<file path="src/rtl/pipe_hazard_ctrl_if.sv">
// pipe_hazard_ctrl_if
//   Bundles every signal exchanged between the pipeline datapath and the
//   hazard controller.
//   master : the pipeline datapath. It drives the hazard-detection inputs and
//            the memory req/ack pair, and receives the enables and flushes.
//   slave  : pipe_hazard_ctrl.
//
// Handshake: mem_req_valid stays high while the instruction in MEM needs
// memory. The access completes in the cycle in which mem_req_valid and
// mem_ack are both high. mem_ack never has to wait for a controller-side
// ready signal. A request that is still open holds the whole pipeline.
//
// dbg_state exposes the controller FSM encoding (0=RUN, 1=MEM_WAIT, 2=ERROR)
// so that checkers can bind to it.
interface pipe_hazard_ctrl_if #(
  parameter int REG_AW = 4
);
  logic [REG_AW-1:0] id_rs1;
  logic [REG_AW-1:0] id_rs2;
  logic              id_uses_rs1;
  logic              id_uses_rs2;
  logic              ex_mem_read;
  logic [REG_AW-1:0] ex_rd;
  logic              ex_branch_taken;
  logic              mem_req_valid;
  logic              mem_ack;
  logic              pc_we;
  logic              if_id_we;
  logic              id_ex_we;
  logic              ex_mem_we;
  logic              mem_wb_we;
  logic              if_id_flush;
  logic              id_ex_flush;
  logic              mem_busy;
  logic              mem_timeout_err;
  logic [15:0]       stall_cnt;
  logic [1:0]        dbg_state;

  modport master (
    output id_rs1, id_rs2, id_uses_rs1, id_uses_rs2, ex_mem_read, ex_rd,
           ex_branch_taken, mem_req_valid, mem_ack,
    input  pc_we, if_id_we, id_ex_we, ex_mem_we, mem_wb_we, if_id_flush,
           id_ex_flush, mem_busy, mem_timeout_err, stall_cnt, dbg_state
  );

  modport slave (
    input  id_rs1, id_rs2, id_uses_rs1, id_uses_rs2, ex_mem_read, ex_rd,
           ex_branch_taken, mem_req_valid, mem_ack,
    output pc_we, if_id_we, id_ex_we, ex_mem_we, mem_wb_we, if_id_flush,
           id_ex_flush, mem_busy, mem_timeout_err, stall_cnt, dbg_state
  );
endinterface

</file>
<file path="src/rtl/pipe_hazard_ctrl.sv">
// pipe_hazard_ctrl
//   Sequencing controller for the 16-bit five-stage pipeline. It generates
//   the PC and pipeline-register write enables and the IF/ID and ID/EX
//   flushes. It resolves these conditions in priority order:
//     1. memory wait
//     2. taken branch
//     3. load-use hazard
//   It also counts stalled cycles (pc_we=0), saturating at 0xFFFF.
// Ports:
//   clk   : clock, all state is updated on the rising edge
//   reset : synchronous, active-high
//   bus   : pipe_hazard_ctrl_if.slave, which carries the hazard inputs, the
//           mem req/ack, the enables and flushes, mem_busy, mem_timeout_err,
//           stall_cnt and dbg_state
// The enables and flushes are combinational in the current state and inputs.
// mem_busy, mem_timeout_err, stall_cnt and dbg_state come from flops.
module pipe_hazard_ctrl #(
  parameter int REG_AW      = 4,
  parameter int MEM_TIMEOUT = 15
) (
  input  logic                clk,
  input  logic                reset,
  pipe_hazard_ctrl_if.slave   bus
);

  localparam int WCW = (MEM_TIMEOUT < 1) ? 1 : $clog2(MEM_TIMEOUT + 1);

  typedef enum logic [1:0] {
    ST_RUN      = 2'd0,
    ST_MEM_WAIT = 2'd1,
    ST_ERROR    = 2'd2
  } state_e;

  state_e         state_q, state_d;
  logic [WCW-1:0] wait_cnt_q, wait_cnt_d;
  logic           err_q, err_d;
  logic [15:0]    stall_cnt_q, stall_cnt_d;

  logic [REG_AW-1:0] ex_rd;
  logic              load_use;
  logic              mem_stall;
  logic              pc_we, if_id_we, id_ex_we, ex_mem_we, mem_wb_we;
  logic              if_id_flush, id_ex_flush;

  assign ex_rd = bus.ex_rd;

  // x0 is hard-wired to zero, so a load that targets x0 never creates a
  // dependency.
  assign load_use = bus.ex_mem_read && (ex_rd != '0) &&
                    ((bus.id_uses_rs1 && (bus.id_rs1 == ex_rd)) ||
                     (bus.id_uses_rs2 && (bus.id_rs2 == ex_rd)));

  assign mem_stall = ((state_q == ST_RUN) && bus.mem_req_valid && !bus.mem_ack) ||
                     ((state_q == ST_MEM_WAIT) && !bus.mem_ack);

  always_comb begin
    state_d     = state_q;
    wait_cnt_d  = wait_cnt_q;
    err_d       = err_q;
    pc_we       = 1'b0;
    if_id_we    = 1'b0;
    id_ex_we    = 1'b0;
    ex_mem_we   = 1'b0;
    mem_wb_we   = 1'b0;
    if_id_flush = 1'b0;
    id_ex_flush = 1'b0;

    if (reset) begin
      state_d    = ST_RUN;
      wait_cnt_d = '0;
      err_d      = 1'b0;
    end else if (state_q == ST_ERROR) begin
      err_d = 1'b1;
    end else if ((state_q != ST_RUN) && (state_q != ST_MEM_WAIT)) begin
      // An unused encoding recovers to RUN with the pipeline frozen.
      state_d    = ST_RUN;
      wait_cnt_d = '0;
    end else if (mem_stall) begin
      // The whole pipeline is frozen. A branch or load-use condition that
      // arrives now is seen again once the access completes.
      if (state_q == ST_RUN) begin
        state_d    = ST_MEM_WAIT;
        wait_cnt_d = WCW'(1);
      end else if (wait_cnt_q == WCW'(MEM_TIMEOUT)) begin
        state_d    = ST_ERROR;
        wait_cnt_d = '0;
        err_d      = 1'b1;
      end else begin
        wait_cnt_d = wait_cnt_q + WCW'(1);
      end
    end else begin
      // This covers normal RUN, a zero-wait access, and the release cycle
      // of MEM_WAIT. In all three the branch and load-use rules apply.
      if (state_q == ST_MEM_WAIT) begin
        state_d    = ST_RUN;
        wait_cnt_d = '0;
      end
      pc_we     = 1'b1;
      if_id_we  = 1'b1;
      id_ex_we  = 1'b1;
      ex_mem_we = 1'b1;
      mem_wb_we = 1'b1;
      if (bus.ex_branch_taken) begin
        // The ID instruction is squashed, so its load-use hazard is moot.
        if_id_flush = 1'b1;
        id_ex_flush = 1'b1;
      end else if (load_use) begin
        // Hold PC and IF/ID one cycle. A bubble goes into ID/EX.
        pc_we       = 1'b0;
        if_id_we    = 1'b0;
        id_ex_flush = 1'b1;
      end
    end

    stall_cnt_d = stall_cnt_q;
    if (reset) begin
      stall_cnt_d = '0;
    end else if (!pc_we && (stall_cnt_q != 16'hFFFF)) begin
      stall_cnt_d = stall_cnt_q + 16'd1;
    end
  end

  always_ff @(posedge clk) begin
    state_q     <= state_d;
    wait_cnt_q  <= wait_cnt_d;
    err_q       <= err_d;
    stall_cnt_q <= stall_cnt_d;
  end

  assign bus.pc_we           = pc_we;
  assign bus.if_id_we        = if_id_we;
  assign bus.id_ex_we        = id_ex_we;
  assign bus.ex_mem_we       = ex_mem_we;
  assign bus.mem_wb_we       = mem_wb_we;
  assign bus.if_id_flush     = if_id_flush;
  assign bus.id_ex_flush     = id_ex_flush;
  assign bus.mem_busy        = (state_q == ST_MEM_WAIT);
  assign bus.mem_timeout_err = err_q;
  assign bus.stall_cnt       = stall_cnt_q;
  assign bus.dbg_state       = state_q;

endmodule

</file>
<file path="src/flat_wrapper.sv">
// flat-port wrapper written by rule: the top's interface ports become plain ports
module pipe_hazard_ctrl_flat 
#(
  parameter int REG_AW      = 4,
  parameter int MEM_TIMEOUT = 15
)
  (clk, reset, bus_id_rs1, bus_id_rs2, bus_id_uses_rs1, bus_id_uses_rs2, bus_ex_mem_read, bus_ex_rd, bus_ex_branch_taken, bus_mem_req_valid, bus_mem_ack, bus_pc_we, bus_if_id_we, bus_id_ex_we, bus_ex_mem_we, bus_mem_wb_we, bus_if_id_flush, bus_id_ex_flush, bus_mem_busy, bus_mem_timeout_err, bus_stall_cnt, bus_dbg_state);
  pipe_hazard_ctrl_if #(.REG_AW(REG_AW)) bus_i ();
  input  logic clk;
  input  logic reset;
  input wire logic [$bits(bus_i.id_rs1)-1:0] bus_id_rs1;
  input wire logic [$bits(bus_i.id_rs2)-1:0] bus_id_rs2;
  input wire logic [$bits(bus_i.id_uses_rs1)-1:0] bus_id_uses_rs1;
  input wire logic [$bits(bus_i.id_uses_rs2)-1:0] bus_id_uses_rs2;
  input wire logic [$bits(bus_i.ex_mem_read)-1:0] bus_ex_mem_read;
  input wire logic [$bits(bus_i.ex_rd)-1:0] bus_ex_rd;
  input wire logic [$bits(bus_i.ex_branch_taken)-1:0] bus_ex_branch_taken;
  input wire logic [$bits(bus_i.mem_req_valid)-1:0] bus_mem_req_valid;
  input wire logic [$bits(bus_i.mem_ack)-1:0] bus_mem_ack;
  output wire logic [$bits(bus_i.pc_we)-1:0] bus_pc_we;
  output wire logic [$bits(bus_i.if_id_we)-1:0] bus_if_id_we;
  output wire logic [$bits(bus_i.id_ex_we)-1:0] bus_id_ex_we;
  output wire logic [$bits(bus_i.ex_mem_we)-1:0] bus_ex_mem_we;
  output wire logic [$bits(bus_i.mem_wb_we)-1:0] bus_mem_wb_we;
  output wire logic [$bits(bus_i.if_id_flush)-1:0] bus_if_id_flush;
  output wire logic [$bits(bus_i.id_ex_flush)-1:0] bus_id_ex_flush;
  output wire logic [$bits(bus_i.mem_busy)-1:0] bus_mem_busy;
  output wire logic [$bits(bus_i.mem_timeout_err)-1:0] bus_mem_timeout_err;
  output wire logic [$bits(bus_i.stall_cnt)-1:0] bus_stall_cnt;
  output wire logic [$bits(bus_i.dbg_state)-1:0] bus_dbg_state;
  assign bus_i.id_rs1 = bus_id_rs1;
  assign bus_i.id_rs2 = bus_id_rs2;
  assign bus_i.id_uses_rs1 = bus_id_uses_rs1;
  assign bus_i.id_uses_rs2 = bus_id_uses_rs2;
  assign bus_i.ex_mem_read = bus_ex_mem_read;
  assign bus_i.ex_rd = bus_ex_rd;
  assign bus_i.ex_branch_taken = bus_ex_branch_taken;
  assign bus_i.mem_req_valid = bus_mem_req_valid;
  assign bus_i.mem_ack = bus_mem_ack;
  assign bus_pc_we = bus_i.pc_we;
  assign bus_if_id_we = bus_i.if_id_we;
  assign bus_id_ex_we = bus_i.id_ex_we;
  assign bus_ex_mem_we = bus_i.ex_mem_we;
  assign bus_mem_wb_we = bus_i.mem_wb_we;
  assign bus_if_id_flush = bus_i.if_id_flush;
  assign bus_id_ex_flush = bus_i.id_ex_flush;
  assign bus_mem_busy = bus_i.mem_busy;
  assign bus_mem_timeout_err = bus_i.mem_timeout_err;
  assign bus_stall_cnt = bus_i.stall_cnt;
  assign bus_dbg_state = bus_i.dbg_state;
  pipe_hazard_ctrl #(.REG_AW(REG_AW), .MEM_TIMEOUT(MEM_TIMEOUT)) u_core (.clk(clk), .reset(reset), .bus(bus_i));
endmodule
</file>
<file path="config.mk">
export PLATFORM = sky130hd
export DESIGN_NAME = pipe_hazard_ctrl_flat
export DESIGN_NICKNAME = d
export VERILOG_FILES = /design/src/rtl/pipe_hazard_ctrl_if.sv /design/src/rtl/pipe_hazard_ctrl.sv /design/src/flat_wrapper.sv
export SDC_FILE = /design/constraint.sdc
export NUM_CORES = 1
export LEC_CHECK = 0
export CAP_MARGIN = 25
export CORE_ASPECT_RATIO = 0.75
export CORE_MARGIN = 2
export CORE_UTILIZATION = 45
export DETAILED_ROUTE_END_ITERATION = 7
export PLACE_DENSITY = 0.79
export SLEW_MARGIN = 20
export SYNTH_ARGS = -nofsm -noshare
export SYNTH_HDL_FRONTEND = slang
export SYNTH_SLANG_ARGS = --single-unit
</file>
<file path="constraint.sdc">
create_clock -name clk -period 2.8 [get_ports clk]
set_input_delay 0.56 -clock clk [delete_from_list [all_inputs] [get_ports clk]]
set_output_delay 0.56 -clock clk [all_outputs]
set_load 0.01 [all_outputs]
</file>
==> results.ini, run 1 <==
[outcome]
outcome = complete, no violations

[sta]
hold_viol = 0
skew_ps = 2.242
setup_slack_ps = 35.17
finalCritPeriodShare_pct = 98.74
worst_slew_margin_rel_pct = 69.53
setup_viol = 0
timing.final.max_slew_violations = 0
holdWs_ps = 468.5
fmax_mhz = 361.7
period_minus_slack_ps = 2765
worst_slew_pin_slew_ps = 455.4

[floorplanning]
fp.coreArea_um2 = 2957
rows = 17
initial_core_util_pct = 47.31
fp.dieArea_um2 = 3575
die_h_um = 52.29
die_w_um = 68.38
io-pin-count = 47

[cts]
clk_latency_ps = 260
post_cts_buffers = 0
clk_pin_slew_ps = 80
clockBufferDepth = 2
cts-root-buf = clkbuf_8
cts_tree = yes
numClockSinks = 23
cts_inserted_buffers = 3
htree_num_levels = 1

[drt]
ant_nets = 0
routed_wl_um = 3602
drt_iter0_drc = 58
drc = 0
routed-via-count = 1398
vias_per_cell = 5.504
avgRoutedWirePerCell_um = 14.18
firstDrtPassIters = 4

[placement]
portBuffers = 46
dp_cells = 250
hpwl_um = 2681
gp_congestion = 0.8048
place_ws_ps = -210.5

[pwr]
seqPwrFrac_pct = 48.7
comb_power_share_pct = 21.8
switching_power_w = 0.0001836
power_w = 0.0006989
p_leak_nw = 0.7808
clock_power_share_pct = 29.5
power.internal_w = 0.0005153
powerDensity_nw_per_um2 = 342.0
switching_share_pct = 26.27
peakVddDrop_v = 0.0002359

[worst_hold_path]
hold_class = register to register
hp-start = u_core.bus.mem_timeout_err$_SDFFE_PP0P_

[logic_synthesis]
synth_area_um2 = 1399
synthCells = 162
synth_flop_cell = dfxtp_1
synth_seq_cells = 23
yosysUniqueCellTypes = 44
seq_area_frac_synth_pct = 32.92
syn_area_per_cell_um2 = 8.635
ys_warn_count = 0
synth_edf_count = 0
synthArstFlopShare_pct = 0
syn_nets = 184

[critical_path]
worstPathMaxFanout = 2
r2r_start = u_core.bus.stall_cnt[10]$_SDFFE_PP0P_
start_kind = input port
cp-startpoint = bus_ex_rd[3]
crit_path_end_kind = output port
crit_required_ps = 2240
arrival_ps = 2200
crit_type = input port to output port

[layout]
nFillCells = 228
regArea_um2 = 460.4
num_antenna_cells = 0
multi_input_area_um2 = 903.4
final_common_cell = clkdlybuf4s50_1
nets = 239
fin_cells = 254
syn_to_final_growth_pct = 46.06
final_cell_mix = 41 x clkdlybuf4s50_1, 23 x dfxtp_1, 18 x nor2_1, 11 x a21oi_1, 11 x buf_4
drive_gt1_share_pct = 17.13

[global_routing]
grt_max_degree = 29
grt_overflow_total = 0
antenna_found_initial = 0
grt.total_usage_pct = 20.84
grt_first_pass_wirelength_um = 5609
grt_pass1_vias = 1299

[job]
cap_violations = 0

## Yosys cell counts (4+ instances only)
master    number  area, um2
a21oi_1       11      55.05
and3_1         6      37.54
nand3_1       12      60.06
mux2_2         6      67.56
clkbuf_1       4      15.01
nor2b_1        8      50.05
inv_1          6      22.52
nand4_1        6      37.54
dfxtp_1       23      460.4
nor2_1        18      67.56
xor2_1         7      61.31
nand3b_1       4      30.03
## worst paths after layout
path	endpoint	slack, ps	depth (start not counted)
worst max-delay path	bus_id_ex_flush	40	6
worst min-delay path	u_core.bus.mem_timeout_err$_SDFFE_PP0P_	470	2
worst max register to register	u_core.bus.stall_cnt[8]$_SDFFE_PP0P_	710	7
worst min register to register	u_core.bus.mem_timeout_err$_SDFFE_PP0P_	470	2
## repair_timing
item	4_1_cts	5_1_grt
gates cloned	0	0
hold endpoints to repair	0	0
pin swaps	1	6
gates resized for setup	3	10
hold buffers	0	0
setup endpoints to repair	3	3
## layout make-up
class,count,area share [%]
Multi-Input combinational cell,124,44.21
Timing Repair Buffer,58,27.31
Sequential cell,23,22.54
Tap cell,38,2.327
Clock buffer,4,2.205
Inverter,7,1.408
## state kept, by name, indices dropped and copies added (netlist names)
register	flops
u_core.wait_cnt_q	4
u_core.bus.mem_timeout_err	1
u_core.bus.dbg_state	2
u_core.bus.stall_cnt	16
## cells by family (layout without fill, tap and decap cells)
family                     Yosys count  in the layout  share of synthesized area (%)
xor gates and xnor gates            10             10                          6.262
buffers and inverters               15             69                          5.008
DFF                                 23             23                          32.92
AOI/OAI and AO/OA                   30             30                          15.83
and+or+nand+nor                     74             74                          31.84
muxes                                8              8                          6.350
adders and majority gates            2              2                          1.789
## critical path, cell delays in order
cell and delay (ps):
clkdlybuf4s50_1 440, o41a_1 470, nand3_2 110, nor4_4 60, o31a_1 280, dlygate4sd2_1 280
## stage by stage
step / area, um2 / setup TNS [ps] / util, %
6_report: 2043 / 0 / 69.11
5_1_grt: 2043 / -38.17 / 69.11
4_1_cts: 1997 / 0 / 67.54
3_5_place_dp: 1956 / -642.7 / 66.14
3_3_place_gp: 1956 / -542.6 / 66.14
2_1_floorplan: 1399 / 0 / -
## power by group through the flow
stage | Clock, W | Combinational (W) | Sequential [W]
after floorplan | 0 | 0.0000638 | 0.000350
after global placement | 0 | 0.000139 | 0.000347
after detailed placement | 0 | 0.000145 | 0.000348
after CTS | 0.000208 | 0.000144 | 0.000340
after global routing | 0.000222 | 0.000163 | 0.000342
final | 0.000206 | 0.000152 | 0.000340
## per-layer routing
| metal | global-route usage, % | routed length [um] | vias up |
|---|---|---|---|
| met5 | 0 | 0 | - |
| met1 | 26.96 | 1606 | 644 |
| met4 | 5.000 | 57 | 0 |
| li1 | - | - | 693 |
| met2 | 35.26 | 1726 | 55 |
| met3 | 4.301 | 212 | 6 |
No activity file was read; power rests on OpenSTA's default activity.
==> run 2: changes to the inputs <==
==> constraint.sdc (replaced) <==
create_clock -name clk -period 2.6 [get_ports clk]
set_input_delay 0.52 -clock clk [delete_from_list [all_inputs] [get_ports clk]]
set_output_delay 0.52 -clock clk [all_outputs]
set_load 0.01 [all_outputs]
==> run 2 against run 1 <==
Net effect: first-iteration DRC count is 110% higher; non-clock buffer count grew 4; critical endpoint is now bus_mem_wb_we; sequential power grew 7.9%; via count up 1.9%; count of clock-buffer cells in the layout fell by 1; largest cell class unchanged; cell area up 1.2%; sequential cell count stayed put; highest routed layer unchanged; critical path type unchanged.
==> results.ini, run 2 (synthesis gave the netlist of run 1 again) <==
[outcome]
outcome = complete, no violations

[worst_hold_path]
hold_class = register to register

[layout]
final_common_cell = clkdlybuf4s50_1
final_cell_mix = 38 x clkdlybuf4s50_1, 23 x dfxtp_1, 18 x nor2_1, 15 x buf_4, 11 x a21oi_1
regArea_um2 = 460.4  ; unchanged
num_antenna_cells = 0  ; unchanged
nets = 243  ; +1.7%
largest_reg_flops = 16  ; unchanged
drive_gt1_share_pct = 20.91  ; +3.8 points
multi_input_area_um2 = 910.9  ; +0.83%
syn_to_final_growth_pct = 47.76
nFillCells = 225  ; -1.3%
fin_util_pct = 69.91  ; +0.80 points

[sta]
timing.final.max_slew_violations = 0  ; unchanged
period_minus_slack_ps = 2450
fin_tns_setup_ps = 0  ; unchanged
fmax_mhz = 408.1
hold_viol = 0  ; unchanged
finalCritPeriodShare_pct = 94.24
rsz0062_at_grt = false
holdWs_ps = 448.1  ; -20.38 ps
setup_viol = 0  ; unchanged
skew_ps = 1.705  ; -0.5370 ps
worst_slew_pin_slew_ps = 457.7  ; +2.316 ps
setup_slack_ps = 149.9  ; +114.7 ps
worst_slew_margin_rel_pct = 69.38  ; -0.15 points

[critical_path]
crit_required_ps = 2080  ; -160 ps
rrSetupSlack_ps = 510  ; -200 ps
arrival_ps = 1930  ; -270 ps
crit_path_end_kind = output port
start_kind = input port
worstPathMaxFanout = 3  ; +1
crit_type = input port to output port

[drt]
avgRoutedWirePerCell_um = 13.77  ; -2.9%
routed-via-count = 1425  ; +1.9%
routed_wl_um = 3553  ; -1.4%
vias_per_cell = 5.523  ; +0.35%
ant_nets = 0  ; unchanged
firstDrtPassIters = 4  ; unchanged
drc = 0  ; unchanged
drt_iter0_drc = 121  ; +110%

[global_routing]
grt_overflow_total = 0  ; unchanged
grt_pass1_vias = 1341  ; +3.2%
antenna_found_initial = 0  ; unchanged
grt.total_usage_pct = 22.71  ; +1.9 points
grt_first_pass_wirelength_um = 6134  ; +9.4%
grt_max_degree = 29  ; unchanged

[floorplanning]
rows = 17  ; unchanged
fp.dieArea_um2 = 3575  ; unchanged
io-pin-count = 47  ; unchanged
die_h_um = 52.29  ; unchanged
initial_core_util_pct = 47.31  ; unchanged
fp.coreArea_um2 = 2957  ; unchanged
die_w_um = 68.38  ; unchanged

[cts]
hold_buffers = 0  ; unchanged
numClockSinks = 23  ; unchanged
clockBufferDepth = 2  ; unchanged
cts-root-buf = clkbuf_8
htree_num_levels = 1  ; unchanged
cts_tree = yes
clk_latency_ps = 260  ; about the same
cts_inserted_buffers = 3  ; unchanged
clk_pin_slew_ps = 80  ; about the same

[placement]
portBuffers = 46  ; unchanged
gp_congestion = 0.8066  ; +0.22%
place_ws_ps = -335.9  ; -125.4 ps
hpwl_um = 2725  ; +1.7%

[pwr]
power_w = 0.0007558  ; +8.2%
powerDensity_nw_per_um2 = 365.7  ; +6.9%
peakVddDrop_v = 0.0002590  ; +9.8%
p_leak_nw = 0.8084  ; +3.5%

[job]
cap_violations = 0  ; unchanged

==> run 2: cell types whose count changed in the layout (fill, tap and decap cells not counted), moves of 2 or more <==
cell,delta
clkdlybuf4s50_1,-3
dlygate4sd2_1,+3
clkdlybuf4s15_1,-2
buf_2,+2
buf_4,+4
==> run 2: worst max-delay path: stages <==
cell,delay (ps)
clkdlybuf4s50_1,500
nor2_1,90
nor3_2,140
buf_4,150
clkdlybuf4s50_1,520
==> run 2: per-stage QoR <==
stage | cells | instance area (um2)
finish | 258 | 2067
global placement | 254 | 1986
detailed placement | 254 | 1986
global route | 258 | 2067
CTS | 258 | 2064
floorplan | 162 | 1399
==> run 2: timing repair <==
action / in CTS / in global routing
setup endpoints to repair: 3 / 4
pin swaps: 8 / 2
cloned: 0 / 0
setup buffers: 0 / 0
resized for setup: 22 / 1
==> run 2: power breakdown <==
group | switching, W | internal (W)
Combinational | 0.0000774 | 0.0000891
Clock | 0.000115 | 0.000107
Sequential | 0.00000781 | 0.000359
Total | 0.000201 | 0.000555
==> run 2: final timing paths <==
| path | to | cells after the start | from |
|---|---|---|---|
| hold / removal | u_core.bus.mem_timeout_err$_SDFFE_PP0P_ | 2 | u_core.bus.mem_timeout_err$_SDFFE_PP0P_ |
| hold reg to reg | u_core.bus.mem_timeout_err$_SDFFE_PP0P_ | 2 | u_core.bus.mem_timeout_err$_SDFFE_PP0P_ |
| setup / recovery | bus_mem_wb_we | 5 | bus_mem_ack |
| setup reg to reg | u_core.bus.stall_cnt[6]$_SDFFE_PP0P_ | 7 | u_core.bus.stall_cnt[10]$_SDFFE_PP0P_ |
==> run 2: cell type report <==
class,count,area share [%]
multi-input combinational,124,44.07
tap,38,2.300
sequential,23,22.28
clock inverter,1,0.2421
inverter,7,1.392
timing repair buffer,62,27.72
clock buffer,3,1.998
==> run 2: per-layer routing <==
layer	routed length, um	GRT usage [%]	part of all wire [%]	up-vias
li1	-	-	-	700
met1	1558	29.65	44	661
met2	1684	36.54	47	58
met3	246	5.376	6.9	6
met4	64	7.667	1.8	0
met5	0	0	0	-
